File: src/rtl/ahb_mem_arbiter.sv
// Two-master AHB-Lite arbiter: core instruction port (m0) and data port (m1) share one memory slave.
// Define ARB_RR_EN for round-robin on contention; otherwise m1 has fixed priority.
module ahb_mem_arbiter #(
    parameter int ADDR_W = 32,
    parameter int DATA_W = 32
) (
    input  logic              hclk,
    input  logic              hresetn,
    input  logic [ADDR_W-1:0] m0_haddr,
    input  logic              m0_hwrite,
    input  logic [2:0]        m0_hsize,
    input  logic [2:0]        m0_hburst,
    input  logic              m0_hmastlock,
    input  logic [3:0]        m0_hprot,
    input  logic [1:0]        m0_htrans,
    input  logic [DATA_W-1:0] m0_hwdata,
    output logic [DATA_W-1:0] m0_hrdata,
    output logic              m0_hready,
    output logic              m0_hresp,
    input  logic [ADDR_W-1:0] m1_haddr,
    input  logic              m1_hwrite,
    input  logic [2:0]        m1_hsize,
    input  logic [2:0]        m1_hburst,
    input  logic              m1_hmastlock,
    input  logic [3:0]        m1_hprot,
    input  logic [1:0]        m1_htrans,
    input  logic [DATA_W-1:0] m1_hwdata,
    output logic [DATA_W-1:0] m1_hrdata,
    output logic              m1_hready,
    output logic              m1_hresp,
    output logic [ADDR_W-1:0] s_haddr,
    output logic              s_hwrite,
    output logic [2:0]        s_hsize,
    output logic [2:0]        s_hburst,
    output logic              s_hmastlock,
    output logic [3:0]        s_hprot,
    output logic [1:0]        s_htrans,
    output logic [DATA_W-1:0] s_hwdata,
    input  logic [DATA_W-1:0] s_hrdata,
    input  logic              s_hready,
    input  logic              s_hresp
);

    localparam logic [1:0] HTRANS_IDLE   = 2'b00;
    localparam logic [1:0] HTRANS_NONSEQ = 2'b10;

    typedef struct packed {
        logic [ADDR_W-1:0] addr;
        logic              write;
        logic [2:0]        size;
        logic [3:0]        prot;
    } req_t;

    typedef enum logic [1:0] {OWN_NONE, OWN_M0, OWN_M1} owner_e;

    owner_e     owner_q, owner_d;
    logic [1:0] pend_v_q, pend_v_d;
    req_t       pend0_q, pend0_d, pend1_q, pend1_d;
    req_t       hold_q, hold_d;
`ifdef ARB_RR_EN
    logic       last_q, last_d;     // 1: m1 was granted last
`endif

    req_t       live0, live1, win_req;
    logic       m0_rdy, m1_rdy;
    logic [1:0] live, req, gnt;

    // Burst and lock are not forwarded: every transfer is issued as a SINGLE.
    logic unused_ok;
    assign unused_ok = ^{m0_hburst, m0_hmastlock, m1_hburst, m1_hmastlock};

    assign live0 = '{addr: m0_haddr, write: m0_hwrite, size: m0_hsize, prot: m0_hprot};
    assign live1 = '{addr: m1_haddr, write: m1_hwrite, size: m1_hsize, prot: m1_hprot};

    assign m0_rdy = (owner_q == OWN_M0) ? s_hready : !pend_v_q[0];
    assign m1_rdy = (owner_q == OWN_M1) ? s_hready : !pend_v_q[1];

    assign live = {m1_htrans[1] & m1_rdy, m0_htrans[1] & m0_rdy};
    assign req  = pend_v_q | live;

    always_comb begin
        gnt = 2'b00;
        if (s_hready) begin
            if (req[0] && req[1]) begin
`ifdef ARB_RR_EN
                gnt = last_q ? 2'b01 : 2'b10;
`else
                gnt = 2'b10;
`endif
            end else begin
                gnt = req;
            end
        end
    end

    always_comb begin
        win_req = hold_q;
        if (gnt[1])
            win_req = pend_v_q[1] ? pend1_q : live1;
        else if (gnt[0])
            win_req = pend_v_q[0] ? pend0_q : live0;
    end

    // Address path is combinational so an uncontested request reaches the slave in the same cycle.
    assign s_haddr     = win_req.addr;
    assign s_hwrite    = win_req.write;
    assign s_hsize     = win_req.size;
    assign s_hprot     = win_req.prot;
    assign s_htrans    = (|gnt) ? HTRANS_NONSEQ : HTRANS_IDLE;
    assign s_hburst    = 3'b000;
    assign s_hmastlock = 1'b0;

    assign s_hwdata  = (owner_q == OWN_M1) ? m1_hwdata : m0_hwdata;
    assign m0_hrdata = s_hrdata;
    assign m1_hrdata = s_hrdata;
    assign m0_hready = m0_rdy;
    assign m1_hready = m1_rdy;
    assign m0_hresp  = (owner_q == OWN_M0) ? s_hresp : 1'b0;
    assign m1_hresp  = (owner_q == OWN_M1) ? s_hresp : 1'b0;

    always_comb begin
        pend_v_d = pend_v_q;
        pend0_d  = pend0_q;
        pend1_d  = pend1_q;
        // An accepted live request that lost (or saw a slave wait state) is parked until granted.
        if (gnt[0])       pend_v_d[0] = 1'b0;
        else if (live[0]) begin
            pend_v_d[0] = 1'b1;
            pend0_d     = live0;
        end
        if (gnt[1])       pend_v_d[1] = 1'b0;
        else if (live[1]) begin
            pend_v_d[1] = 1'b1;
            pend1_d     = live1;
        end
        hold_d  = (|gnt) ? win_req : hold_q;
        owner_d = owner_q;
        if (s_hready)
            owner_d = gnt[1] ? OWN_M1 : (gnt[0] ? OWN_M0 : OWN_NONE);
`ifdef ARB_RR_EN
        last_d = gnt[1] ? 1'b1 : (gnt[0] ? 1'b0 : last_q);
`endif
    end

    always_ff @(posedge hclk or negedge hresetn) begin
        if (!hresetn) begin
            owner_q  <= OWN_NONE;
            pend_v_q <= 2'b00;
            pend0_q  <= '0;
            pend1_q  <= '0;
            hold_q   <= '0;
`ifdef ARB_RR_EN
            last_q   <= 1'b0;
`endif
        end else begin
            owner_q  <= owner_d;
            pend_v_q <= pend_v_d;
            pend0_q  <= pend0_d;
            pend1_q  <= pend1_d;
            hold_q   <= hold_d;
`ifdef ARB_RR_EN
            last_q   <= last_d;
`endif
        end
    end

endmodule
File: config.mk
export PLATFORM = sky130hd
export DESIGN_NAME = ahb_mem_arbiter
export DESIGN_NICKNAME = d
export VERILOG_FILES = /design/src/rtl/ahb_mem_arbiter.sv
export SDC_FILE = /design/constraint.sdc
export NUM_CORES = 1
export LEC_CHECK = 0
export BUFFER_PORTS_ARGS = -buffer_cell sky130_fd_sc_hd__buf_2
export CAP_MARGIN = 20
export CORE_UTILIZATION = 38
export CTS_CLUSTER_DIAMETER = 200
export DETAILED_ROUTE_END_ITERATION = 8
export HOLD_SLACK_MARGIN = 0.1
export PLACE_DENSITY = 0.67
export SYNTH_ARGS = -nofsm -noshare
export SYNTH_HDL_FRONTEND = slang
export SYNTH_SLANG_ARGS = --single-unit
export TNS_END_PERCENT = 10
File: constraint.sdc
create_clock -name hclk -period 2.3 [get_ports hclk]
set_input_delay 0 -clock hclk [delete_from_list [all_inputs] [get_ports hclk]]
set_output_delay 0 -clock hclk [all_outputs]
set_load 0.05 [all_outputs]
==> results.json <==
{
  "hpwlAfterDp_mm": 14.8,
  "netlist.area_leader.share_pct": 43.6,
  "postCtsSetupBuffers": 0,
  "tightest_slew_ns": 1.08,
  "synth_seq_area_share_pct": 43.6,
  "io_buffer_count": 226,
  "die_height_um": 139,
  "path_clk_slew_ns": 0.06,
  "drt_wl_total_mm": 21.7,
  "drc": 25,
  "setup.worst_path.start": "pend_v_q[1]$_DFFE_PN0P_",
  "synth_commonest_cells": "nand2_1, dfrtp_1, mux2i_1, o221ai_1, buf_4",
  "ys_warn_count": 0,
  "cp_top_family": "buffers and inverters",
  "required_ns": 2.30,
  "max-cap-violations": 0,
  "fill_cells": 1583,
  "regArea_um2": 3110,
  "start_util_pct": 39.2,
  "drive_gt1_share_pct": 35.4,
  "slew_viol_final": 0,
  "vias": 6051,
  "vias_per_cell": 5.24,
  "synth_edf_count": 0,
  "fp.coreArea_um2": 18100,
  "grt_antenna_before_repair": 0,
  "synth_xor_area_share_pct": 0,
  "rsz0062_at_grt": "false",
  "grt_usage_pct": 22.9,
  "synth_fa_ha_area_share_pct": 0,
  "multi_input_area_um2": 3290,
  "antenna_left": 0,
  "period_share_pct": 96.1,
  "io-pin-count": 338,
  "r2r_slack_ns": 0.42,
  "diodes": 0,
  "final_nets": 1105,
  "area_growth_pct": 38.1,
  "path_class": "register to primary output",
  "fmax_mhz": 452,
  "cts_buffers": 17,
  "cts_root_buffer": "clkbuf_16",
  "dp.cells": 1007,
  "vdd_drop_max_v": 0.000601,
  "cp-end-kind": "primary output",
  "final.setup_skew_ns": 0.0195,
  "syn-mean-instance-area_um2": 11.0,
  "async_flop_share_pct": 100,
  "rows": 49,
  "synth_most_common_cell": "nand2_1",
  "synthTopCellsByArea": "dfrtp_1, mux2i_1, o221ai_1",
  "yosys.cell_types.count": 27,
  "synth-compound-area-share_pct": 11.1,
  "grt-ovfl-total": 0,
  "maxSlewHeadroom_pct": 27.5,
  "insertion_delay_ns": 0.42,
  "die_area_um2": 19300,
  "first_pass_iters": 7,
  "dieWidth_um": 139,
  "grt_max_degree": 53,
  "fin_total_pwr_uw": 9590,
  "h-tree-depth": 4,
  "p_leak_uw": 0.00481,
  "p_per_area_nw_per_um2": 975,
  "gp_congestion": 0.757,
  "cp_cell_sequence": "nor3b_4 -> o21ai_4 -> buf_4 -> o221ai_1 -> clkbuf_4",
  "violations": "design-rule violations",
  "synth_top_family_by_area": "multiplexers",
  "crit_path_max_incr_delay_ns": 0.49,
  "critPathLaunchType": "register",
  "hold_class": "primary input to asynchronous set/reset pin",
  "setup_viol": 0,
  "status": "complete, but fails checks",
  "rr_startpoint": "owner_q[0]$_DFFE_PN0P_",
  "arrival_ns": 2.21,
  "cts_tree": "built",
  "finalHoldViolCount": 0,
  "setup_tns_ns": 0,
  "ys_ff_latch": 124,
  "netlist_area_um2": 7120,
  "synth_ff_type": "dfrtp_1",
  "synth_cells": 645,
  "synth_area_leader_cell": "dfrtp_1",
  "synthMuxAreaShare_pct": 26.0,
  "final_cells": 1154,
  "path_buf_inv": 2,
  "layout_min_cycle_time_ns": 2.21,
  "cp_slowest_cell": "dfrtp_2",
  "post_drt_wl_per_cell_um": 18.8,
  "holdWs_ns": 0.161,
  "cts.sinks": 124,
  "cts.path.max_buffers": 2,
  "critPathMaxFanout": 35,
  "synth-simple-area-share_pct": 8.44,
  "drt_iter0_drc": 280,
  "grt_pass1_vias": 6404,
  "grt_pass1_wl_mm": 34.2
}
-- cell usage in the layout, fill, tap and decap left out, types with 4 or more instances in the layout --
master	count
o221ai_1	80
bufinv_16	4
mux2i_1	80
buf_2	221
conb_1	5
clkbuf_16	17
dlygate4sd3_1	116
dfrtp_1	122
a21oi_1	4
buf_4	16
mux2_4	40
nor2_1	7
buf_12	4
nand2_1	136
mux2_1	40
-- repair_timing --
action | 4_1_cts | 5_1_grt
gates resized for setup | 0 | 6
hold buffers | 116 | 0
endpoints found under the hold margin | 237 | 0
endpoints found under the setup margin | 0 | 16
-- per-stage QoR --
stage	util, %	instance area (um^2)	setup WS, ns
after detailed placement	44.3	8030	0.416
after floorplan	-	7130	0.293
after CTS	54.1	9820	0.00485
after global placement	44.3	8030	0.451
after global routing	54.2	9830	0.000879
final	54.2	9830	0.0888
-- report_power, final --
part           internal, uW  switching (uW)  leakage, uW
Clock                  1860             967     0.000302
Combinational          1330            2280      0.00302
Sequential             2830             325      0.00148
Total                  6020            3570      0.00481
-- path summary, 6_finish.rpt --
check,end,cells past startpoint
min reg2reg,hold_q[12]$_DFFE_PN0P_,2
max reg2reg,pend0_q[16]$_DFFE_PN0P_,4
min in group hclk,pend1_q[14]$_DFFE_PN0P_,3
min,pend1_q[11]$_DFFE_PN0P_,2
max,s_hsize[1],5
max in group asynchronous,pend1_q[36]$_DFFE_PN0P_,3
-- cell families after synthesis --
kind of cell | count (synthesis)
other | 1
AO/OA/AOI/OAI | 90
buffers and inverters | 121
flip-flops | 124
AND/OR/NAND/NOR | 149
multiplexers | 160
-- worst reg2reg max path: stages, from the launching register on --
cell and delay [ns]:
dfrtp_1 0.45, nor3b_2 0.21, a2111oi_4 0.38, buf_12 0.37, mux2_4 0.36
-- final cells by class --
class                   count  area share (%)
clock buffers              20            4.65
inverters                   5           0.191
well taps                 229            2.91
repair buffers            361            25.4
flip-flops and latches    124            31.6
clock inverters            11            1.71
multi-input cells         404            33.5
-- per-layer routing --
layer	vias to the layer above	track usage [%]	routed length, um
met5	-	0	0
met4	0	9.94	554
met2	234	39.3	10900
li1	2790	-	-
met3	39	5.56	1330
met1	2988	27.5	8830
-- state kept, by name, summed over array words and instances (netlist names) --
signal    cells
pend0_q      40
pend1_q      40
owner_q       2
pend_v_q      2
hold_q       40
No activity file was read; power rests on OpenSTA's default activity.
